--- src/rtl/reorder_buffer_pkg.sv ---
// Shared constants for the reorder buffer: sizing, field widths and instruction ids.
// Ids are grouped so loads, stores, branches, upper/jump and ALU ops form contiguous ranges.
package reorder_buffer_pkg;

   localparam int unsigned ROBSize      = 16;
   localparam int unsigned ROBIdxWidth  = 4;
   localparam int unsigned InstrIdWidth = 6;
   localparam int unsigned RegIdxWidth  = 5;
   localparam int unsigned DataWidth    = 32;

   localparam logic TRUE  = 1'b1;
   localparam logic FALSE = 1'b0;
   localparam logic [DataWidth-1:0] ZERO = '0;

   localparam logic [InstrIdWidth-1:0] LB    = 6'd0;
   localparam logic [InstrIdWidth-1:0] LH    = 6'd1;
   localparam logic [InstrIdWidth-1:0] LW    = 6'd2;
   localparam logic [InstrIdWidth-1:0] LBU   = 6'd3;
   localparam logic [InstrIdWidth-1:0] LHU   = 6'd4;
   localparam logic [InstrIdWidth-1:0] SB    = 6'd5;
   localparam logic [InstrIdWidth-1:0] SH    = 6'd6;
   localparam logic [InstrIdWidth-1:0] SW    = 6'd7;
   localparam logic [InstrIdWidth-1:0] BEQ   = 6'd8;
   localparam logic [InstrIdWidth-1:0] BNE   = 6'd9;
   localparam logic [InstrIdWidth-1:0] BLT   = 6'd10;
   localparam logic [InstrIdWidth-1:0] BGE   = 6'd11;
   localparam logic [InstrIdWidth-1:0] BLTU  = 6'd12;
   localparam logic [InstrIdWidth-1:0] BGEU  = 6'd13;
   localparam logic [InstrIdWidth-1:0] LUI   = 6'd14;
   localparam logic [InstrIdWidth-1:0] AUIPC = 6'd15;
   localparam logic [InstrIdWidth-1:0] JAL   = 6'd16;
   localparam logic [InstrIdWidth-1:0] JALR  = 6'd17;
   localparam logic [InstrIdWidth-1:0] ADDI  = 6'd18;
   localparam logic [InstrIdWidth-1:0] ADD   = 6'd27;
   localparam logic [InstrIdWidth-1:0] SUB   = 6'd28;

endpackage

--- src/rtl/reorder_buffer_commit_decode.sv ---
// Classifies the retiring instruction: does it write the register file, is it a store.
module reorder_buffer_commit_decode
   import reorder_buffer_pkg::*;
(
   input  logic [InstrIdWidth-1:0] instr_id_i,
   input  logic [RegIdxWidth-1:0]  rd_i,
   output logic                    regfile_we_o,
   output logic                    store_o
);

   always_comb begin
      regfile_we_o = FALSE;
      store_o      = FALSE;
      if ((instr_id_i <= LHU) || ((instr_id_i >= LUI) && (instr_id_i <= JALR)) ||
          (instr_id_i >= ADDI)) begin
         regfile_we_o = (rd_i != '0);
      end
      if ((instr_id_i >= SB) && (instr_id_i <= SW)) begin
         store_o = TRUE;
      end
   end

endmodule

--- src/rtl/reorder_buffer.sv ---
// Circular reorder buffer: in-order issue at tail, out-of-order CDB writeback, in-order
// retirement at head, with a full pipeline flush when a mispredicted control op retires.
module reorder_buffer
   import reorder_buffer_pkg::*;
#(
   parameter int unsigned ROBSize     = reorder_buffer_pkg::ROBSize,
   parameter int unsigned ROBIdxWidth = reorder_buffer_pkg::ROBIdxWidth
) (
   input  logic                    clk_in,
   input  logic                    rst_in,
   input  logic                    rdy_in,
   input  logic                    issue_en_in,
   input  logic [InstrIdWidth-1:0] issue_instr_id_in,
   input  logic [RegIdxWidth-1:0]  issue_rd_in,
   input  logic                    alu_cdb_en_in,
   input  logic [ROBIdxWidth-1:0]  alu_cdb_idx_in,
   input  logic [DataWidth-1:0]    alu_cdb_val_in,
   input  logic                    alu_cdb_mispred_in,
   input  logic [DataWidth-1:0]    alu_cdb_target_in,
   input  logic                    lsb_cdb_en_in,
   input  logic [ROBIdxWidth-1:0]  lsb_cdb_idx_in,
   input  logic [DataWidth-1:0]    lsb_cdb_val_in,
   input  logic [ROBIdxWidth-1:0]  query1_idx_in,
   input  logic [ROBIdxWidth-1:0]  query2_idx_in,
   output logic                    query1_ready_out,
   output logic [DataWidth-1:0]    query1_val_out,
   output logic                    query2_ready_out,
   output logic [DataWidth-1:0]    query2_val_out,
   output logic                    rob_empty_out,
   output logic [ROBIdxWidth-1:0]  rob_head_out,
   output logic [ROBIdxWidth-1:0]  rob_tail_out,
   output logic                    commit_regfile_en_out,
   output logic [RegIdxWidth-1:0]  commit_rd_out,
   output logic [DataWidth-1:0]    commit_val_out,
   output logic [ROBIdxWidth-1:0]  commit_idx_out,
   output logic                    commit_lsb_en_out,
   output logic                    flush_out,
   output logic [DataWidth-1:0]    flush_pc_out
);

   logic [ROBSize-1:0]      busy_q;
   logic [ROBSize-1:0]      ready_q;
   logic [ROBSize-1:0]      mispred_q;
   logic [InstrIdWidth-1:0] instr_id_q [ROBSize];
   logic [RegIdxWidth-1:0]  rd_q       [ROBSize];
   logic [DataWidth-1:0]    val_q      [ROBSize];
   logic [DataWidth-1:0]    target_q   [ROBSize];

   logic [ROBIdxWidth-1:0]  head_q, tail_q, head_inc;
   logic                    empty_q;

   logic                    regfile_en_q, lsb_en_q, flush_q;
   logic [RegIdxWidth-1:0]  commit_rd_q;
   logic [DataWidth-1:0]    commit_val_q, flush_pc_q;
   logic [ROBIdxWidth-1:0]  commit_idx_q;

   logic                    alu_hit, lsb_hit;
   logic                    head_ready, head_mispred;
   logic [DataWidth-1:0]    head_val, head_target;
   logic                    do_commit, do_flush, do_issue;
   logic                    dec_regfile_we, dec_store;

   // A frozen cycle ignores the buses entirely, including for bypass.
   assign alu_hit  = rdy_in && alu_cdb_en_in;
   assign lsb_hit  = rdy_in && lsb_cdb_en_in;
   assign head_inc = head_q + 1'b1;

   function automatic logic [DataWidth:0] lookup(input logic [ROBIdxWidth-1:0] idx);
      lookup = {FALSE, ZERO};
      if (ready_q[idx]) lookup = {TRUE, val_q[idx]};
      if (alu_hit && (alu_cdb_idx_in == idx)) lookup = {TRUE, alu_cdb_val_in};
      if (lsb_hit && (lsb_cdb_idx_in == idx)) lookup = {TRUE, lsb_cdb_val_in};
   endfunction

   always_comb begin
      {query1_ready_out, query1_val_out} = lookup(query1_idx_in);
      {query2_ready_out, query2_val_out} = lookup(query2_idx_in);
   end

   // Head view with same-cycle CDB bypass so a result can retire the cycle it arrives.
   always_comb begin
      head_ready   = ready_q[head_q];
      head_val     = val_q[head_q];
      head_mispred = mispred_q[head_q];
      head_target  = target_q[head_q];
      if (alu_hit && (alu_cdb_idx_in == head_q)) begin
         head_ready   = TRUE;
         head_val     = alu_cdb_val_in;
         head_mispred = alu_cdb_mispred_in;
         head_target  = alu_cdb_target_in;
      end
      if (lsb_hit && (lsb_cdb_idx_in == head_q)) begin
         head_ready = TRUE;
         head_val   = lsb_cdb_val_in;
      end
      do_commit = rdy_in && !empty_q && busy_q[head_q] && head_ready;
      do_flush  = do_commit && head_mispred;
      do_issue  = rdy_in && issue_en_in && !do_flush;
   end

   reorder_buffer_commit_decode u_commit_decode (
      .instr_id_i   (instr_id_q[head_q]),
      .rd_i         (rd_q[head_q]),
      .regfile_we_o (dec_regfile_we),
      .store_o      (dec_store)
   );

   always_ff @(posedge clk_in) begin
      if (rst_in) begin
         head_q       <= '0;
         tail_q       <= '0;
         empty_q      <= TRUE;
         busy_q       <= '0;
         ready_q      <= '0;
         mispred_q    <= '0;
         regfile_en_q <= FALSE;
         lsb_en_q     <= FALSE;
         flush_q      <= FALSE;
         commit_rd_q  <= '0;
         commit_val_q <= ZERO;
         commit_idx_q <= '0;
         flush_pc_q   <= ZERO;
         for (int i = 0; i < ROBSize; i++) begin
            instr_id_q[i] <= '0;
            rd_q[i]       <= '0;
            val_q[i]      <= ZERO;
            target_q[i]   <= ZERO;
         end
      end else if (!rdy_in) begin
         regfile_en_q <= FALSE;
         lsb_en_q     <= FALSE;
         flush_q      <= FALSE;
      end else begin
         regfile_en_q <= do_commit && dec_regfile_we;
         lsb_en_q     <= do_commit && dec_store;
         flush_q      <= do_flush;
         if (do_commit) begin
            commit_rd_q  <= rd_q[head_q];
            commit_val_q <= head_val;
            commit_idx_q <= head_q;
         end
         if (do_flush) begin
            flush_pc_q <= head_target;
            head_q     <= '0;
            tail_q     <= '0;
            empty_q    <= TRUE;
            busy_q     <= '0;
         end else begin
            if (alu_hit) begin
               ready_q[alu_cdb_idx_in]   <= TRUE;
               val_q[alu_cdb_idx_in]     <= alu_cdb_val_in;
               mispred_q[alu_cdb_idx_in] <= alu_cdb_mispred_in;
               target_q[alu_cdb_idx_in]  <= alu_cdb_target_in;
            end
            if (lsb_hit) begin
               ready_q[lsb_cdb_idx_in] <= TRUE;
               val_q[lsb_cdb_idx_in]   <= lsb_cdb_val_in;
            end
            if (do_commit) begin
               busy_q[head_q] <= FALSE;
               head_q         <= head_inc;
            end
            // Issue is last so a slot freed by this cycle's commit is overwritten cleanly.
            if (do_issue) begin
               busy_q[tail_q]     <= TRUE;
               ready_q[tail_q]    <= FALSE;
               mispred_q[tail_q]  <= FALSE;
               instr_id_q[tail_q] <= issue_instr_id_in;
               rd_q[tail_q]       <= issue_rd_in;
               tail_q             <= tail_q + 1'b1;
               empty_q            <= FALSE;
            end else if (do_commit && (head_inc == tail_q)) begin
               empty_q <= TRUE;
            end
         end
      end
   end

   assign rob_empty_out         = empty_q;
   assign rob_head_out          = head_q;
   assign rob_tail_out          = tail_q;
   assign commit_regfile_en_out = regfile_en_q;
   assign commit_rd_out         = commit_rd_q;
   assign commit_val_out        = commit_val_q;
   assign commit_idx_out        = commit_idx_q;
   assign commit_lsb_en_out     = lsb_en_q;
   assign flush_out             = flush_q;
   assign flush_pc_out          = flush_pc_q;

endmodule

--- config.mk ---
export PLATFORM = sky130hd
export DESIGN_NAME = reorder_buffer
export DESIGN_NICKNAME = d
export VERILOG_FILES = /design/src/rtl/reorder_buffer_pkg.sv /design/src/rtl/reorder_buffer_commit_decode.sv /design/src/rtl/reorder_buffer.sv
export SDC_FILE = /design/constraint.sdc
export NUM_CORES = 2
export LEC_CHECK = 0
export ABC_CLOCK_PERIOD_IN_PS = 12600
export CELL_PAD_IN_SITES_DETAIL_PLACEMENT = 0
export CELL_PAD_IN_SITES_GLOBAL_PLACEMENT = 1
export CORE_MARGIN = 1.5
export CORE_UTILIZATION = 40
export CTS_CLUSTER_SIZE = 16
export DETAILED_ROUTE_END_ITERATION = 7
export PLACE_DENSITY = 0.75
export SLEW_MARGIN = 0
export SYNTH_ARGS = -nofsm -noshare
export SYNTH_HDL_FRONTEND = slang
export SYNTH_HIERARCHICAL = 1
export SYNTH_SLANG_ARGS = --single-unit
export TNS_END_PERCENT = 5
--- constraint.sdc ---
create_clock -name clk_in -period 12.6 [get_ports clk_in]
set_clock_uncertainty 0.1 [all_clocks]
set_input_delay 2.52 -clock clk_in [delete_from_list [all_inputs] [get_ports clk_in]]
set_output_delay 2.52 -clock clk_in [all_outputs]
set_load 0.02 [all_outputs]
# --- Yosys cells after proc, flatten, opt, wreduce, memory -nomap -nowiden ---
# Memory sizes are Yosys's and may differ from the RTL's. A register that Yosys moved wholly into a read port is not among the register bits.
# Cells that the tools add are included.
totals:
  mem_bits_ro: 0
  elab_cells: 195
  memories: 4
  regBits: 133
  output_inout_bits: 151
  mem_bits_rw: 1200
  in_bits: 130
  latchBits: 0
op_classes:
  n_eq_ne: 7
  n_div: 0
  mul: 0
  reduce_logical: 43
  mux: 100
  shift: 0
  order_cmp: 16
  bitwise_logic: 10
  n_addsub: 2
mem_list:
  columns: ["memory", "depth", "width", "rd", "rd_clocked_by_memory_dff", "write_ports", "line", "text"]
  rows:
  - ["target_q", 16, 32, 1, 1, 16, "reorder_buffer.sv:47", "logic [DataWidth-1:0] target_q [ROBSize];"]
  - ["val_q", 16, 32, 3, 1, 16, "reorder_buffer.sv:46", "logic [DataWidth-1:0] val_q [ROBSize];"]
  - ["instr_id_q", 16, 6, 1, 1, 16, "reorder_buffer.sv:44", "logic [InstrIdWidth-1:0] instr_id_q [ROBSize];"]
  - ["rd_q", 16, 5, 1, 1, 16, "reorder_buffer.sv:45", "logic [RegIdxWidth-1:0] rd_q [ROBSize];"]
ops:
  columns: ["operator", "n"]
  rows:
  - ["2-to-1 mux 16 bit", 20]
  - ["2-to-1 mux 33 bit", 6]
  - ["2-to-1 mux 32 bit", 6]
  - ["OR reduction 32 bit", 3]
  - ["2-to-1 mux 4 bit", 17]
  - ["bitwise AND 16 bit", 3]
  - ["OR 16 bit", 3]
  - ["2-to-1 mux 1 bit", 39]
  - ["NOT 16 bit", 2]
  - ["< comparator 4 x 5 -> 1 bit (second input constant)", 6]
  - ["equality test 4 bit", 7]
  - ["logical AND 1 bit", 23]
  - ["binary-select mux 1 bit (select 4 bit)", 5]
  - ["bitwise mux 16 bit", 1]
  - ["demux 1 bit (select 4 bit)", 4]
  - ["greater-or-equal comparator 4 x 1 -> 1 bit (second input constant)", 4]
  - ["less-or-equal comparator 6 x 3 -> 1 bit (second input constant)", 2]
  - ["AND reduction 2 bit", 6]
  - ["adder 4 x 1 -> 4 bit (second input constant)", 2]
  - ["greater-or-equal comparator 6 x 3 -> 1 bit (second input constant)", 1]
  - ["greater-or-equal comparator 6 x 4 -> 1 bit (second input constant)", 1]
  - ["greater-or-equal comparator 6 x 5 -> 1 bit (second input constant)", 1]
  - ["less-or-equal comparator 6 x 5 -> 1 bit (second input constant)", 1]
  - ["2-to-1 mux 6 bit", 1]
  - ["10 further kinds", 14]

# --- Logic depth before layout (Yosys ltp) ---
depth:
  depth_word: 16
  mapped_depth: 11
  ltp_nobuf: 7

# --- Hierarchy ---
# Netlist, hierarchy kept.
by_module_without_submodules:
  columns: ["mod", "seq_area_each_um2", "cells_each", "area_each_um2", "n_inst"]
  rows:
  - ["reorder_buffer", 38777.2, 5591, 74053.5, 1]
  - ["reorder_buffer_commit_decode", 0.0, 7, 42.5, 1]

# --- Worst setup path before layout ---
# No wires, ideal clock.
synth_timing:
  path_type: "in2out"
  from: "in query2_idx_in[0]"
  to: "out query2_val_out[0]"
  cell_stages: 9
  n_path_buf: 5
  slack_ns: 5.107
  t_arrival_ns: 4.873
  t_required_ns: 9.980
  path_cell_list: "clkbuf_1 -> clkbuf_1 -> buf_2 -> xor2_1 -> nor3_1 -> clkbuf_1 -> clkbuf_1 -> a21oi_1 -> o21ai_0"
synth_via:
  elab_chain_cells: 5
  elab_cells_between_ends: 10
  classes_between: "eq/ne (2); mux (5); reduce/logical (2); memory (1)"
synth_lines:
  columns: ["element", "line", "text"]
  rows:
  - ["from (decl)", "reorder_buffer.sv:24", "input logic [ROBIdxWidth-1:0] query2_idx_in,"]
  - ["binary-select mux 1 bit (select 4 bit)", "reorder_buffer.sv:70", "if (ready_q[idx]) lookup = {TRUE, val_q[idx]};"]
  - ["2-to-1 mux 1 bit (not written as such)", "reorder_buffer.sv:70", null]
  - ["2-to-1 mux 33 bit", "reorder_buffer.sv:70", null]
  - ["2-to-1 mux 33 bit", "reorder_buffer.sv:71", "if (alu_hit && (alu_cdb_idx_in == idx)) lookup = {TRUE, alu_cdb_val_in};"]
  - ["2-to-1 mux 33 bit (*)", "reorder_buffer.sv:72", "if (lsb_hit && (lsb_cdb_idx_in == idx)) lookup = {TRUE, lsb_cdb_val_in};"]
  - ["to (decl)", "reorder_buffer.sv:28", "output logic [DataWidth-1:0] query2_val_out,"]
# Mark *: on every way between the ends. The rest lies on a longest branch, timed or not. The select of a mux whose other input is x is not followed.

# --- Worst setup path in the final report ---
layout_timing:
  from: "in query2_idx_in[1]"
  to: "out query2_val_out[27]"
# Same word-level chain as after synthesis.

==> metrics.cfg <==
[place]
dp_hpwl_um = 145000
portBuffers = 280
place.gp.congestion = 0.887

[worst_hold_path]
hold_class = flop to flop
holdCritStartpoint = commit_rd_out[2]$_SDFFE_PP0P_
whs_endpoint = commit_rd_out[2]$_SDFFE_PP0P_
holdPathStages = 2

[floorplan]
die_w_um = 433
pin_count = 281
initial_core_util_pct = 40.4
die-area_um2 = 188000
rows = 157
core_um2 = 183000
die_h_um = 433

[synth]
syn_nets = 5736
ys_seq_elements = 1337
syn-cell-area_um2 = 74100
ys_seq_area_share_pct = 52.3
yosysWarnings = 6
syn_inst = 5598
synth_cell_type_count = 59
avgSynthCellArea_um2 = 13.2
synth-edff-count = 1200
async_flop_share_pct = 0
synthFlopType = edfxtp_1

[cells_and_area]
drive_gt1_share_pct = 21.9
fin_nets = 5562
area.growth.synth_to_final_pct = 13.0

[critical_path]
crit_chain = buf_4 -> buf_4 -> mux4_2 -> mux4_2 -> nor3b_1 -> a21oi_1 -> o21ai_0 -> clkdlybuf4s50_1
r2r_end = target_q[14][28]$_SDFFCE_PP0P_
worstSetupStartpointType = input pin
slowest_delay_ns = 0.95
crit_required_ns = 9.98
worstSetupEndpointType = primary output
rr_startpoint = rob_head_out[0]$_SDFFE_PP0P_
critPathKind = input pin to primary output
worstPathMaxFanout = 33
r2r_slack_ns = 6.95
r2r_cells = 9
arrival_ns = 6.45
crit_slowest_cell = mux4_2

[clock_tree]
cts-root-buf = clkbuf_16
cts_buffers = 148
cts_buffer_depth = 3
clock_sinks = 1337
cts_setup_buffers = 0
cts_tree = done
cts-htree-levels = 4
clk_latency_ns = 0.83
cts_resized = 0
ctsHoldBuffers = 0
clkTransAtPathRegs_ns = 0.06

[global_route]
track_usage_pct = 28.5
grt_overflow_total = 0
met2_usage_pct = 43.9
grt_pass1_wl_um = 384000
met3_usage_pct = 6.21
grt_start_max_net_pins = 340
antenna_found_initial = 25
grt_pass1_vias = 52829
top_usage_layer = met2
grtUsageMet1_pct = 36.8

[detailed_routing]
final_antenna_net_count = 0
vias_per_cell = 6.77
drt_iter0_drc = 8353
first_pass_iters = 6
via_count = 54362
wl_um = 273000
wl_per_cell_um = 34.0
drcViolationCount = 0

[timing]
final.period_utilization_pct = 72.0
rsz0062_at_grt = no
period_needed_ns = 9.07
fmax_ghz = 0.110
finalSetupViolCount = 0
slew_headroom_pct = 17.2
hold_viol_final = 0
drv_slew = 0
max_slew.worst_pin.slew_ns = 1.24
setup-tns-final_ns = 0

[pwr]
leakagePower_nw = 27.7
power_mw = 10.8
power_density_nw_per_um2 = 128
ir_worst_vdd_mv = 0.136

[outcome]
outcome = finished clean

[flow_run]
max-cap-violations = 0

## metrics by stage
stage	std cells	utilization (%)	hold slack [ns]	instance area (µm²)	worst slack (ns)
floorplan	5598	-	0.340	74100	5.11
global placement	7738	42.9	0.344	78700	3.63
detailed placement	7738	42.9	0.349	78700	3.61
CTS	8014	45.6	0.357	83700	3.61
global route	8028	45.6	0.380	83700	3.42
finish	8031	45.6	0.356	83800	3.53
## layout by cell type (no fill, tap or decap), types with 14 or more instances in the layout
cell and count:
o211ai_1 39, and3_1 553, a22oi_1 516, clkbuf_16 149
nand2_1 258, a21oi_1 126, buf_4 146, nor3_2 20
clkdlybuf4s50_1 271, mux4_2 715, xnor2_1 22, o21ai_0 111
nand3_1 48, a21o_1 14, nand2_2 14, inv_1 24
a221oi_1 19, o22ai_1 21, nor2_1 545, dfxtp_1 133
clkbuf_1 39, edfxtp_1 1200, a311oi_1 33, diode_2 17
clkinv_1 18, nor3b_1 65, and2_1 181, bufinv_16 18
clkinv_2 16, nor2_4 32
## where the power goes
group	internal, mW	total (mW)	leakage [nW]	switching, mW
Sequential	5.05	5.16	12.7	0.115
Combinational	0.407	1.02	12.6	0.613
Clock	2.63	4.58	2.42	1.95
Total	8.09	10.8	27.7	2.68
## registers in the layout, summed over array words and instances, names as in the netlist, 5 cells and up, named ones only
signal,cells
ready_q,16
commit_rd_out,5
rd_q,80
mispred_q,16
flush_pc_out,32
instr_id_q,96
val_q,512
busy_q,16
commit_val_out,32
target_q,512
## cell type report
class / count / area (µm²)
Inverter: 25 / 98.8
Fill cell: 16292 / 99700
Clock buffer: 197 / 4000
Antenna cell: 17 / 42.5
Timing Repair Buffer: 429 / 3990
Multi-Input combinational cell: 3483 / 32700
Tap cell: 2464 / 3080
Sequential cell: 1337 / 38800
Clock inverter: 79 / 1010
## cell families after synthesis
group | synth area share [%]
xor gates and xnor gates | 0.378
buffers and inverters | 4.30
AOI/OAI and AO/OA | 9.04
adders and majority gates | 0.135
and+or+nand+nor | 12.0
DFF | 52.3
muxes | 21.8
## per-layer routing
layer  wire length (µm)  vias to the layer above
met5                 62                        -
met4              18600                       10
met3              32600                      905
met2             125000                     4193
met1              96200                    27529
li1                   -                    21725
## how the worst max path moves through the flow
stage	cells past startpoint	startpoint	endpoint
2_1_floorplan	9	query2_idx_in[0]	query2_val_out[0]
3_3_place_gp	8	query1_idx_in[0]	query1_val_out[2]
3_5_place_dp	8	query2_idx_in[1]	query2_val_out[23]
4_1_cts	8	query2_idx_in[1]	query2_val_out[23]
5_1_grt	8	query2_idx_in[1]	query2_val_out[27]
6_report	8	query2_idx_in[1]	query2_val_out[27]
## worst max-delay path, delay by kind of cell
| family | cells | cell delay, ns |
|---|---|---|
| multiplexers | 2 | 1.35 |
| AO/OA/AOI/OAI | 2 | 0.31 |
| buffers and inverters | 3 | 1.78 |
| AND/OR/NAND/NOR | 1 | 0.37 |
## synth_stat cells, types with 5 or more instances
library cell,n,share of area [%]
edfxtp_1,1200,49
mux4_2,715,22
nor2_1,577,2.9
and3_1,553,4.7
a22oi_1,516,5.2
clkbuf_1,508,2.6
nand2_1,271,1.4
and2_1,181,1.5
dfxtp_1,137,3.7
a21oi_1,126,0.85
o21ai_0,122,0.82
buf_2,116,0.78
nor3b_1,65,0.66
clkbuf_2,61,0.41
buf_1,58,0.29
nand3_1,48,0.32
o211ai_1,39,0.40
a311oi_1,33,0.39
nor3_1,32,0.22
a21o_1,25,0.25
inv_1,25,0.13
xnor2_1,22,0.26
o22ai_1,21,0.18
a221oi_1,19,0.22
a211oi_1,17,0.17
xor2_1,10,0.12
a32o_1,9,0.12
buf_4,9,0.091
o21bai_1,9,0.091
ha_1,8,0.14
nor2b_1,8,0.068
nand2b_1,7,0.059
a31o_2,6,0.071
nand4b_1,5,0.059
(Power assumes the default switching activity.)
